==> src/rtl/mem_region_router_if.sv <==
// Upstream memory request channel (req/gnt/rvalid) between the AXI-to-mem bridge and mem_region_router.
interface mem_region_router_if #(
  parameter int unsigned ADDR_W = 64,
  parameter int unsigned DATA_W = 64,
  parameter int unsigned USER_W = 10
);
  logic                  req;
  logic                  we;
  logic [DATA_W/8-1:0]   be;
  logic [ADDR_W-1:0]     addr;
  logic [DATA_W-1:0]     wdata;
  logic [USER_W-1:0]     user;
  logic                  gnt;
  logic                  rvalid;
  logic [DATA_W-1:0]     rdata;
  logic                  err;

  modport master (
    output req, we, be, addr, wdata, user,
    input  gnt, rvalid, rdata, err
  );

  modport slave (
    input  req, we, be, addr, wdata, user,
    output gnt, rvalid, rdata, err
  );
endinterface

==> src/rtl/mem_region_router.sv <==
// Address-window router for a req/gnt/rvalid channel with in-order response tracking.
// Define ROUTER_ERR_CNT_EN to build the saturating decode-error counter on err_cnt_o.
module mem_region_router #(
  parameter int unsigned NUM_REGIONS     = 2,
  parameter int unsigned ADDR_W          = 64,
  parameter int unsigned DATA_W          = 64,
  parameter int unsigned USER_W          = 10,
  parameter int unsigned MAX_OUTSTANDING = 4,
  parameter logic [NUM_REGIONS-1:0][ADDR_W-1:0] REGION_START = {64'h2000000, 64'h0},
  parameter logic [NUM_REGIONS-1:0][ADDR_W-1:0] REGION_END   = {64'h4000000, 64'h2000000},
  parameter logic [DATA_W-1:0] ERR_DATA = DATA_W'(64'hBADC0FFE_E0DDF00D)
) (
  input  logic                          clk_i,
  input  logic                          rst_ni,
  mem_region_router_if.slave            mst,
  output logic [NUM_REGIONS-1:0]        slv_req_o,
  output logic                          slv_we_o,
  output logic [DATA_W/8-1:0]           slv_be_o,
  output logic [ADDR_W-1:0]             slv_addr_o,
  output logic [DATA_W-1:0]             slv_wdata_o,
  output logic [USER_W-1:0]             slv_user_o,
  input  logic [NUM_REGIONS-1:0]        slv_gnt_i,
  input  logic [NUM_REGIONS-1:0]        slv_rvalid_i,
  input  logic [NUM_REGIONS*DATA_W-1:0] slv_rdata_i,
  output logic                          proto_err_o,
  output logic [15:0]                   err_cnt_o
);

  localparam int unsigned TAG_W = $clog2(NUM_REGIONS + 1);
  localparam int unsigned PTR_W = (MAX_OUTSTANDING > 1) ? $clog2(MAX_OUTSTANDING) : 1;
  localparam int unsigned CNT_W = $clog2(MAX_OUTSTANDING + 1);
  localparam logic [TAG_W-1:0] ERR_TAG  = TAG_W'(NUM_REGIONS);
  localparam logic [PTR_W-1:0] PTR_LAST = PTR_W'(MAX_OUTSTANDING - 1);
  localparam logic [CNT_W-1:0] CNT_MAX  = CNT_W'(MAX_OUTSTANDING);

  logic                   hit;
  logic [TAG_W-1:0]       sel_tag;
  logic [NUM_REGIONS-1:0] hit_oh;
  logic [ADDR_W-1:0]      base;
  logic [TAG_W-1:0]       tag_mem [MAX_OUTSTANDING];
  logic [PTR_W-1:0]       wr_ptr, rd_ptr;
  logic [CNT_W-1:0]       count;
  logic                   full, empty, push, pop;
  logic [TAG_W-1:0]       head_tag;
  logic                   rvalid, err, grant;
  logic [DATA_W-1:0]      rdata;
  logic [NUM_REGIONS-1:0] head_oh;
  logic                   unexpected;
  logic                   proto_err_q;

  function automatic logic [PTR_W-1:0] next_ptr(input logic [PTR_W-1:0] p);
    return (p == PTR_LAST) ? '0 : p + PTR_W'(1);
  endfunction

  // Descending scan so the lowest matching window wins on overlap.
  always_comb begin
    hit     = 1'b0;
    sel_tag = ERR_TAG;
    hit_oh  = '0;
    base    = '0;
    for (int k = NUM_REGIONS - 1; k >= 0; k--) begin
      if (mst.addr >= REGION_START[k] && mst.addr < REGION_END[k]) begin
        hit     = 1'b1;
        sel_tag = TAG_W'(k);
        hit_oh  = NUM_REGIONS'(1) << k;
        base    = REGION_START[k];
      end
    end
  end

  assign full  = (count == CNT_MAX);
  assign empty = (count == '0);
  assign grant = mst.req & ~full & (hit ? |(slv_gnt_i & hit_oh) : 1'b1);
  assign push  = grant;
  assign pop   = rvalid;

  assign slv_req_o   = (mst.req & ~full) ? hit_oh : '0;
  assign slv_we_o    = mst.we;
  assign slv_be_o    = mst.be;
  assign slv_addr_o  = mst.addr - base;
  assign slv_wdata_o = mst.wdata;
  assign slv_user_o  = mst.user;

  assign head_tag = tag_mem[rd_ptr];

  // Only the slave at the FIFO head may respond; anything else is a protocol error.
  always_comb begin
    rvalid  = 1'b0;
    rdata   = '0;
    err     = 1'b0;
    head_oh = '0;
    if (!empty) begin
      if (head_tag == ERR_TAG) begin
        rvalid = 1'b1;
        rdata  = ERR_DATA;
        err    = 1'b1;
      end else begin
        for (int k = 0; k < NUM_REGIONS; k++) begin
          if (head_tag == TAG_W'(k)) begin
            rvalid     = slv_rvalid_i[k];
            rdata      = slv_rdata_i[k*DATA_W +: DATA_W];
            head_oh[k] = 1'b1;
          end
        end
      end
    end
  end

  assign unexpected = |(slv_rvalid_i & ~head_oh);

  assign mst.gnt    = grant;
  assign mst.rvalid = rvalid;
  assign mst.rdata  = rdata;
  assign mst.err    = err;

  always_ff @(posedge clk_i or negedge rst_ni) begin
    if (!rst_ni) begin
      wr_ptr      <= '0;
      rd_ptr      <= '0;
      count       <= '0;
      proto_err_q <= 1'b0;
    end else begin
      if (push) wr_ptr <= next_ptr(wr_ptr);
      if (pop)  rd_ptr <= next_ptr(rd_ptr);
      if (push && !pop)      count <= count + CNT_W'(1);
      else if (pop && !push) count <= count - CNT_W'(1);
      if (unexpected) proto_err_q <= 1'b1;
    end
  end

  always_ff @(posedge clk_i) begin
    if (push) tag_mem[wr_ptr] <= sel_tag;
  end

  assign proto_err_o = proto_err_q;

`ifdef ROUTER_ERR_CNT_EN
  logic [15:0] err_cnt_q;

  function automatic logic [15:0] sat_inc(input logic [15:0] v);
    return (v == 16'hFFFF) ? v : v + 16'd1;
  endfunction

  always_ff @(posedge clk_i or negedge rst_ni) begin
    if (!rst_ni)          err_cnt_q <= '0;
    else if (grant && !hit) err_cnt_q <= sat_inc(err_cnt_q);
  end

  assign err_cnt_o = err_cnt_q;
`else
  assign err_cnt_o = 16'h0;
`endif

endmodule
==> src/flat_wrapper.sv <==
// flat-port wrapper written by rule: the top's interface ports become plain ports
module mem_region_router_flat 
#(
  parameter int unsigned NUM_REGIONS     = 2,
  parameter int unsigned ADDR_W          = 64,
  parameter int unsigned DATA_W          = 64,
  parameter int unsigned USER_W          = 10,
  parameter int unsigned MAX_OUTSTANDING = 4,
  parameter logic [NUM_REGIONS-1:0][ADDR_W-1:0] REGION_START = {64'h2000000, 64'h0},
  parameter logic [NUM_REGIONS-1:0][ADDR_W-1:0] REGION_END   = {64'h4000000, 64'h2000000},
  parameter logic [DATA_W-1:0] ERR_DATA = DATA_W'(64'hBADC0FFE_E0DDF00D)
)
  (clk_i, rst_ni, slv_req_o, slv_we_o, slv_be_o, slv_addr_o, slv_wdata_o, slv_user_o, slv_gnt_i, slv_rvalid_i, slv_rdata_i, proto_err_o, err_cnt_o, mst_req, mst_we, mst_be, mst_addr, mst_wdata, mst_user, mst_gnt, mst_rvalid, mst_rdata, mst_err);
  mem_region_router_if #(.ADDR_W(ADDR_W), .DATA_W(DATA_W), .USER_W(USER_W)) mst_i ();
  input  logic clk_i;
  input  logic rst_ni;
  output logic [NUM_REGIONS-1:0] slv_req_o;
  output logic slv_we_o;
  output logic [DATA_W/8-1:0] slv_be_o;
  output logic [ADDR_W-1:0] slv_addr_o;
  output logic [DATA_W-1:0] slv_wdata_o;
  output logic [USER_W-1:0] slv_user_o;
  input  logic [NUM_REGIONS-1:0] slv_gnt_i;
  input  logic [NUM_REGIONS-1:0] slv_rvalid_i;
  input  logic [NUM_REGIONS*DATA_W-1:0] slv_rdata_i;
  output logic proto_err_o;
  output logic [15:0] err_cnt_o;
  input wire logic [$bits(mst_i.req)-1:0] mst_req;
  input wire logic [$bits(mst_i.we)-1:0] mst_we;
  input wire logic [$bits(mst_i.be)-1:0] mst_be;
  input wire logic [$bits(mst_i.addr)-1:0] mst_addr;
  input wire logic [$bits(mst_i.wdata)-1:0] mst_wdata;
  input wire logic [$bits(mst_i.user)-1:0] mst_user;
  output wire logic [$bits(mst_i.gnt)-1:0] mst_gnt;
  output wire logic [$bits(mst_i.rvalid)-1:0] mst_rvalid;
  output wire logic [$bits(mst_i.rdata)-1:0] mst_rdata;
  output wire logic [$bits(mst_i.err)-1:0] mst_err;
  assign mst_i.req = mst_req;
  assign mst_i.we = mst_we;
  assign mst_i.be = mst_be;
  assign mst_i.addr = mst_addr;
  assign mst_i.wdata = mst_wdata;
  assign mst_i.user = mst_user;
  assign mst_gnt = mst_i.gnt;
  assign mst_rvalid = mst_i.rvalid;
  assign mst_rdata = mst_i.rdata;
  assign mst_err = mst_i.err;
  mem_region_router #(.NUM_REGIONS(NUM_REGIONS), .ADDR_W(ADDR_W), .DATA_W(DATA_W), .USER_W(USER_W), .MAX_OUTSTANDING(MAX_OUTSTANDING), .REGION_START(REGION_START), .REGION_END(REGION_END), .ERR_DATA(ERR_DATA)) u_core (.clk_i(clk_i), .rst_ni(rst_ni), .mst(mst_i), .slv_req_o(slv_req_o), .slv_we_o(slv_we_o), .slv_be_o(slv_be_o), .slv_addr_o(slv_addr_o), .slv_wdata_o(slv_wdata_o), .slv_user_o(slv_user_o), .slv_gnt_i(slv_gnt_i), .slv_rvalid_i(slv_rvalid_i), .slv_rdata_i(slv_rdata_i), .proto_err_o(proto_err_o), .err_cnt_o(err_cnt_o));
endmodule
==> config.mk <==
export PLATFORM = sky130hd
export DESIGN_NAME = mem_region_router_flat
export DESIGN_NICKNAME = d
export VERILOG_FILES = /design/src/rtl/mem_region_router_if.sv /design/src/rtl/mem_region_router.sv /design/src/flat_wrapper.sv
export SDC_FILE = /design/constraint.sdc
export NUM_CORES = 1
export LEC_CHECK = 0
export CORE_AREA = 2 2 201 203
export CTS_CLUSTER_SIZE = 25
export DETAILED_ROUTE_END_ITERATION = 12
export DIE_AREA = 0 0 203 205
export GPL_TIMING_DRIVEN = 0
export SLEW_MARGIN = 10
export SYNTH_ARGS = -nofsm -noshare
export SYNTH_HDL_FRONTEND = slang
export SYNTH_SLANG_ARGS = --single-unit
==> constraint.sdc <==
create_clock -name clk_i -period 7.7 [get_ports clk_i]
set_input_delay 0.77 -clock clk_i [delete_from_list [all_inputs] [get_ports clk_i]]
set_output_delay 0.77 -clock clk_i [all_outputs]
set_load 0.05 [all_outputs]
Yosys cells after proc, flatten, opt, wreduce, memory -nomap -nowiden
Memories as Yosys holds them, arrays and structs flattened. Cells that the tools add are included.

Bits in registers: 8. Bits in writable memories: 8. Input port bits: 282. Output and inout bits: 233. Word-level logic and storage cells: 66. Memories kept: 1.

Add/subtract/negate cells: 5. Order comparisons: 4. Eq/ne operators: 5. Multiplexer cells: 30. Bitwise gates (word level): 6. Reductions and logical operators: 11.

Memory list: u_core.tag_mem (words 4, bits a word 2, rd ports 1, clocked after memory_dff 0, wr ports 1, line mem_region_router.sv:40) `logic [TAG_W-1:0] tag_mem [MAX_OUTSTANDING];`.

Operators by type and width (number): 64-bit two-way mux (4); 64-bit by 1-bit >= comparator with 1-bit output (second input constant) (1); 64-bit by 26-bit >= comparator with 1-bit output (second input constant) (1); 64-bit by 26-bit less-than comparator with 1-bit output (second input constant) (1); 64-bit by 27-bit less-than comparator with 1-bit output (second input constant) (1); 64-bit by 26-bit subtractor with 64-bit output (1); 26-bit two-way mux (2); 2-bit two-way mux (9); 1-bit two-way mux (13); 2-bit == test (second input constant) (3); 3-bit two-way mux (2); 2-bit by 1-bit adder with 2-bit output (second input constant) (2); 2-bit AND (2); 1-bit logical AND (4); 2-bit OR reduction (2); 3-bit by 1-bit adder with 3-bit output (second input constant) (1); 3-bit == test (second input constant) (1); 3-bit zero test (1); 3-bit by 1-bit subtractor with 3-bit output (second input constant) (1); 1-bit AND (2); 2-bit by 1-bit == test with 1-bit output (second input constant) (1); 1-bit zero test (2); 2-bit zero test (1); 2-bit NOT (1); other kinds (2) (2).

Depth between registers and ports, before layout
Gate-level depths: netlist (run 1).

Word-level depth: 12. Gate-level depth with buffers: 13.

Least setup slack after synthesis (run 1)
OpenSTA, ideal clock, no wires.

Path kind: input to output. Start: input mst_addr[38]. End: output slv_addr_o[38]. Arrival time: 4.574 ns. Data required time: 6.930 ns. Slack: 2.356 ns. Stages: 12. Cells stage by stage: or4_4 -> or4_1 -> buf_2 -> nor2_1 -> nand2_1 -> nor2_1 -> ha_1 -> nor3b_1 -> nand2_1 -> or2_2 -> or3_1 -> xnor2_1.

Longest elaborated chain between the ends: 5.

RTL lines: start, declared (line flat_wrapper.sv:31) `input wire logic [$bits(mst_i.addr)-1:0] mst_addr;`; 64-bit by 26-bit >= comparator with 1-bit output / 64-bit by 27-bit less-than comparator with 1-bit output (equally long branches) (line mem_region_router.sv:62) `if (mst.addr >= REGION_START[k] && mst.addr < REGION_END[k]) begin`; 1-bit logical AND (line mem_region_router.sv:62); 26-bit two-way mux (2 in a row) (line mem_region_router.sv:62); 64-bit by 26-bit subtractor with 64-bit output * (line mem_region_router.sv:80) `assign slv_addr_o = mst.addr - base;`; end, declared (line flat_wrapper.sv:20) `output logic [ADDR_W-1:0] slv_addr_o;`.

Every way passes the cells marked *; elsewhere a longest branch is shown, timed or not.

Final worst setup path (run 1)
Start: input mst_addr[38]. End: output slv_addr_o[63].

Same word-level chain as after synthesis.

==> key figures, run 1 <==
Drt
  – ANT nets after route: 0
  – Routed wire per std cell: 13.2 um
  – TritonRoute pass-1 iters: 6
  – Via count: 4827
  – Total Wirelength: 19300 um
  – Initial drt markers: 236
  – Via/cell ratio: 3.30
  – Drt drc: 0

Yosys
  – Cells after synthesis: 527
  – Synth warn: 0
  – Yosys cell types: 37
  – Sequential fraction of the synthesis area: 12.6%
  – Post-synth EDFFs: 8
  – Synth Flop Type: edfxtp_1
  – FF+latch count, synth: 16
  – Asr flop ratio synth: 50.0%
  – Post-synthesis instance area: 3500 um^2
  – Avg Cell Area, Syn: 6.64 um^2

Clock network
  – Post-CTS Setup Inserts: 0
  – Total CTS buffers: 3
  – CTS Buffer Depth: 2
  – CTS Hold Buffers Added: 0
  – Htree depth: 1
  – Clk Latency, worst-skew pair: 240 ps
  – CTS Root Cell: clkbuf_16
  – CTS clk-pin slew, worst paths: 50 ps
  – Clock Sinks: 16
  – TritonCTS clock tree: done
  – Post-CTS sizing: 0

Pwr
  – Seq pwr share: 5.5%
  – Maximum vdd drop: 0.152 mV
  – Internal: 1.01 mW
  – P_sw: 1.72 mW
  – Sw Share: 63.1%
  – Gate power share: 90.9%
  – PD cells: 332 nW/um^2
  – Pleak: 3.12 nW
  – Clock power share: 3.6%

Setup path
  – Crit-path max FO: 7
  – Reg-to-reg endpoint: u_core.count[1]
  – CP startpoint kind: input pin
  – CP arrival: 6350 ps
  – Crit path kind: in2out
  – Critical Path End Type: output pin
  – Worst R2R Setup Slack: 4730 ps
  – Critical Path RT: 6930 ps
  – Worst Setup SP: mst_addr[38]
  – R2R cell count: 9
  – Worst r2r src: u_core.rd_ptr[0]

Worst hold path
  – Min-delay src: u_core.count[2]
  – HP Class: reg2reg
  – Hold Path Depth: 1
  – Hold Path End: u_core.count[2]

Timing
  – Final period util: 92.5%
  – Clk_skew: 0.860 ps
  – Worst Tran Pin Value: 1120 ps
  – Setup WS post-layout: 576 ps
  – Fmax: 140 MHz
  – Max_slew headroom: 25.0%
  – Count of pins over their slew limit: 0
  – TNS Setup: 0 ps
  – Min Clock Period, post-route: 7120 ps
  – RSZ-0062 raised after global routing: no
  – Setup violators final: 0
  – Fin. Hold Viols: 0

Die
  – Ports: 515
  – Site row count: 73
  – Initial core utilization: 8.89%
  – Die ar.: 41600 um^2
  – Horiz. Die Dim: 203 um
  – Die Ht: 205 um
  – Core Box Area: 39400 um^2

Cells and area
  – Register Area: 440 um^2
  – Multi-input gate area: 2050 um^2
  – Nets: 1228
  – Inserted Diodes: 0
  – Filler instances: 4375
  – Layout cells sized above 1: 15.3%
  – Commonest cells after routing, fill and taps aside: clkdlybuf4s50_1 (390), buf_4 (124), nand2_1 (111)
  – Area Overhead vs Synth: 134%
  – Commonest non-fill, non-tap cell in the layout: clkdlybuf4s50_1

Place
  – DP Wirelength: 17400 um
  – Port Buffers: 390
  – Place WS: 472 ps
  – Final RePlAce weighted congestion: 0.798

Global routing
  – GRT overflow: 0
  – Vias in the first global route: 4690
  – Largest net degree at the start of global routing: 11
  – Global-route wire length before repair: 26400 um
  – Antenna violations before repair: 1
  – GRT Util Overall: 8.10%

Run status
  – Status: finished, final reports clean

Job
  – Max-cap viol count: 0
## worst max-delay path by stage
| stage | end | slack [ps] |
|---|---|---|
| floorplan | slv_addr_o[38] | 2360 |
| global route | slv_addr_o[63] | 90 |
| finish | slv_addr_o[63] | 580 |
| global placement | slv_addr_o[63] | 480 |
| detailed placement | slv_addr_o[63] | 470 |
| CTS | slv_addr_o[63] | 430 |
## power groups by stage
stage	registers (mW)	clock network (mW)	logic (mW)
after global placement	0.149	0	2.48
after global routing	0.154	0.107	2.62
after detailed placement	0.151	0	2.49
after CTS	0.149	0.103	2.50
final	0.149	0.0985	2.48
after floorplan	0.144	0	1.63
## flip-flops by register name, summed over array words and instances, names as in the netlist
register,flops
u_core.count,3
u_core.proto_err_o,1
u_core.rd_ptr,2
u_core.tag_mem,8
u_core.wr_ptr,2
## metal layers
metal | share of wire [%] | global-route usage, % | vias to the layer above
met1 | 40 | 10.1 | 2167
met4 | 0.73 | 0.730 | 2
met5 | 0.067 | 0 | -
li1 | - | - | 2430
met3 | 8.9 | 2.69 | 10
met2 | 50 | 14.0 | 218
## area by class of cell
class,instances,share of cell area [%]
buffer,151,12.7
inverter,8,0.366
clock buffer,3,0.916
multi-input combinational,367,25.0
tap,525,8.01
clock inverter,1,0.0458
sequential,16,5.37
timing repair buffer,390,47.6
## Yosys cell counts, types with 2 or more instances
cell	number	share of area [%]
a21oi_1	66	9.4
and2_1	4	0.71
buf_1	3	0.32
buf_4	124	27
clkbuf_1	22	2.4
dfrtp_1	8	5.7
edfxtp_1	8	6.9
ha_1	8	2.9
inv_1	8	0.86
mux2_2	6	1.9
mux2i_1	3	0.86
mux4_2	2	1.3
nand2_1	111	12
nand3_1	2	0.29
nand3b_1	2	0.43
nor2_1	23	2.5
nor3_1	13	1.9
nor3b_1	2	0.43
nor4_1	8	1.4
o21ai_0	39	5.6
or2_2	2	0.36
or3_1	6	1.1
or4_1	6	1.3
xnor2_1	22	5.5
xor2_1	17	4.3
## through the flow
| step | area [um^2] | util, % | total power [mW] | hold WS [ps] | instances |
|---|---|---|---|---|---|
| CTS | 8200 | 20.8 | 2.75 | 500 | 1461 |
| detailed placement | 8120 | 20.6 | 2.64 | 495 | 1457 |
| finish | 8200 | 20.8 | 2.72 | 492 | 1461 |
| global route | 8200 | 20.8 | 2.88 | 505 | 1461 |
| floorplan | 3560 | - | 1.78 | 464 | 542 |
| global placement | 8120 | 20.6 | 2.63 | 486 | 1457 |
## worst max-delay path: stages
cell and delay [ps]:
clkdlybuf4s50_1 460, or4_4 590, or4_1 500, buf_2 170
nor2_1 150, nand2_1 260, nor2_1 640, ha_1 300
ha_1 220, nand3b_1 260, nor4_1 830, nand3b_1 180
xnor2_1 190, clkdlybuf4s50_1 830
## cell families (layout without fill, tap and decap cells)
logic type | after synthesis | in the layout | synth area share [%]
AND/OR/NAND/NOR | 185 | 185 | 24.0
adder cells (fa/ha/maj) | 9 | 9 | 3.43
flip-flops | 16 | 16 | 12.6
AO/OA/AOI/OAI | 107 | 107 | 15.5
buffers and inverters | 159 | 553 | 30.6
multiplexers | 11 | 11 | 4.07
XOR/XNOR | 39 | 39 | 9.76
other | 1 | 16 | 0.107
Power figures use the tool's default switching activity.
==> run 2: changes to the inputs <==
--- a/config.mk
+++ b/config.mk
@@ -6,11 +6,10 @@
 export NUM_CORES = 1
 export LEC_CHECK = 0
 export CORE_AREA = 2 2 201 203
-export CTS_CLUSTER_SIZE = 25
 export DETAILED_ROUTE_END_ITERATION = 12
 export DIE_AREA = 0 0 203 205
 export GPL_TIMING_DRIVEN = 0
-export SLEW_MARGIN = 10
+export SETUP_SLACK_MARGIN = 0.3
 export SYNTH_ARGS = -nofsm -noshare
 export SYNTH_HDL_FRONTEND = slang
 export SYNTH_SLANG_ARGS = --single-unit
==> key figures, run 2 (synthesis gave the netlist of run 1 again) <==
Run status
  – Status: finished, final reports clean (unchanged)

Setup path
  – Critical Path End Type: output pin (unchanged)
  – Worst R2R Setup Slack: 4730 ps (about the same)
  – CP arrival: 6220 ps (was 6350 ps)
  – CP startpoint kind: input pin (unchanged)
  – Worst Setup SP: mst_addr[38] (unchanged)
  – Crit-path max FO: 7 (unchanged)
  – Critical Path RT: 6930 ps (about the same)
  – Crit path kind: in2out (unchanged)
  – Worst r2r src: u_core.rd_ptr[0] (unchanged)

Die
  – Site row count: 73 (unchanged)
  – Horiz. Die Dim: 203 um (unchanged)
  – Die ar.: 41600 um^2 (unchanged)
  – Core Box Area: 39400 um^2 (unchanged)
  – Ports: 515 (unchanged)
  – Initial core utilization: 8.89% (unchanged)
  – Die Ht: 205 um (unchanged)

Cells and area
  – Area Overhead vs Synth: 134% (about the same)
  – Biggest register: u_core.tag_mem (unchanged)
  – Largest regs: u_core.tag_mem: 8 flops, u_core.count: 3 flops (unchanged)
  – Layout cells sized above 1: 15.4% (was 15.3%)
  – Nets: 1228 (unchanged)
  – Commonest cells after routing, fill and taps aside: clkdlybuf4s50_1 (390), buf_4 (124), nand2_1 (111) (unchanged)
  – Register Area: 440 um^2 (unchanged)
  – Inserted Diodes: 0 (unchanged)
  – Filler instances: 4375 (unchanged)
  – Multi-input gate area: 2050 um^2 (about the same)
  – Max FFs per register: 8 (unchanged)
  – Commonest non-fill, non-tap cell in the layout: clkdlybuf4s50_1 (unchanged)

Pwr
  – Maximum vdd drop: 0.152 mV (unchanged)
  – Pleak: 3.12 nW (about the same)
  – PnR Total Power: 2.72 mW (about the same)
  – PD cells: 332 nW/um^2 (about the same)

Clock network
  – CTS Hold Buffers Added: 0 (unchanged)
  – CTS clk-pin slew, worst paths: 50 ps (about the same)
  – Clock Sinks: 16 (unchanged)
  – Post-CTS Setup Inserts: 0 (unchanged)
  – Clk Latency, worst-skew pair: 240 ps (about the same)
  – TritonCTS clock tree: done (unchanged)
  – Total CTS buffers: 3 (unchanged)
  – CTS Root Cell: clkbuf_16 (unchanged)
  – CTS Buffer Depth: 2 (unchanged)
  – Htree depth: 1 (unchanged)

Timing
  – Fmax: 143 MHz (was 140 MHz)
  – Max_slew headroom: 25.0% (about the same)
  – Setup violators final: 0 (unchanged)
  – Worst Tran Pin Value: 1120 ps (about the same)
  – Count of pins over their slew limit: 0 (unchanged)
  – Final period util: 90.8% (was 92.5%)
  – Clk_skew: 0.860 ps (unchanged)
  – Fin. Hold Viols: 0 (unchanged)
  – Min Clock Period, post-route: 6990 ps (was 7120 ps)
  – RSZ-0062 raised after global routing: no (unchanged)
  – TNS Setup: 0 ps (unchanged)

Drt
  – ANT nets after route: 0 (unchanged)
  – Via count: 4826 (was 4827)
  – Initial drt markers: 234 (was 236)
  – TritonRoute pass-1 iters: 6 (unchanged)
  – Via/cell ratio: 3.30 (about the same)
  – Total Wirelength: 19300 um (about the same)
  – Drt drc: 0 (unchanged)
  – Routed wire per std cell: 13.2 um (about the same)

Global routing
  – Global-route wire length before repair: 26400 um (unchanged)
  – Largest net degree at the start of global routing: 11 (unchanged)
  – Antenna violations before repair: 1 (unchanged)
  – Vias in the first global route: 4690 (unchanged)
  – GRT overflow: 0 (unchanged)
  – GRT Util Overall: 8.10% (unchanged)

Worst hold path
  – Min-delay src: u_core.count[2] (unchanged)
  – HP Class: reg2reg (unchanged)

Place
  – DP Wirelength: 17400 um (unchanged)
  – Final RePlAce weighted congestion: 0.798 (unchanged)
  – Port Buffers: 390 (unchanged)

Job
  – Max-cap viol count: 0 (unchanged)
-- run 2: cell counts in the layout (fill, tap and decap cells not counted) --
No cell type changed its count.
-- run 2: path summary, 6_finish.rpt --
path | end | depth (start not counted)
max | slv_addr_o[38] | 14
min | u_core.count[2] | 1
max reg2reg | u_core.count[1] | 9
min reg2reg | u_core.count[2] | 1
max in group asynchronous | u_core.proto_err_o | 1
min in group asynchronous | u_core.count[2] | 1
-- run 2: routing by layer --
metal  GRT usage [%]  share of wire [%]  wire length (um)  vias up
met3            2.69                8.9              1720       10
met1            10.1                 40              7780     2167
li1                -                  -                 -     2429
met5               0              0.067                13        -
met4           0.730               0.73               141        2
met2            14.0                 50              9640      218
-- run 2: timing repair --
action | 4_1_cts | 5_1_grt
hold endpoints to repair | 0 | 0
gates resized for setup | 0 | 1
setup endpoints to repair | 0 | 4
-- run 2: area by class of cell --
class	count	area share, %
plain buffers	151	12.7
repair buffers	390	47.6
inverters	8	0.366
well taps	525	8.01
clock inverters	1	0.0458
clock buffers	3	0.915
multi-input cells	367	25.0
flip-flops and latches	16	5.37
-- run 2: stage by stage --
| stage | hold WS [ps] | area [um^2] | util (%) | cells | setup WS (ps) |
|---|---|---|---|---|---|
| final | 492 | 8200 | 20.8 | 1461 | 712 |
| after global placement | 486 | 8120 | 20.6 | 1457 | 478 |
| after global routing | 505 | 8200 | 20.8 | 1461 | 349 |
| after floorplan | 464 | 3560 | - | 542 | 2360 |
| after CTS | 500 | 8200 | 20.8 | 1461 | 429 |
| after detailed placement | 495 | 8120 | 20.6 | 1457 | 472 |
-- run 2: critical path, stage by stage --
cell	delay, ps
clkdlybuf4s50_1	460
or4_4	590
or4_1	500
buf_2	170
nor2_1	150
nand2_1	260
nor2_1	640
ha_1	300
nor3b_1	380
nand2_1	220
or2_2	400
or3_1	340
xnor2_1	180
clkdlybuf4s50_1	830
-- run 2: report_power, final --
| part | switching [mW] | internal, mW |
|---|---|---|
| combinational | 1.66 | 0.818 |
| clock | 0.0298 | 0.0687 |
| sequential | 0.0298 | 0.119 |
| total | 1.72 | 1.01 |
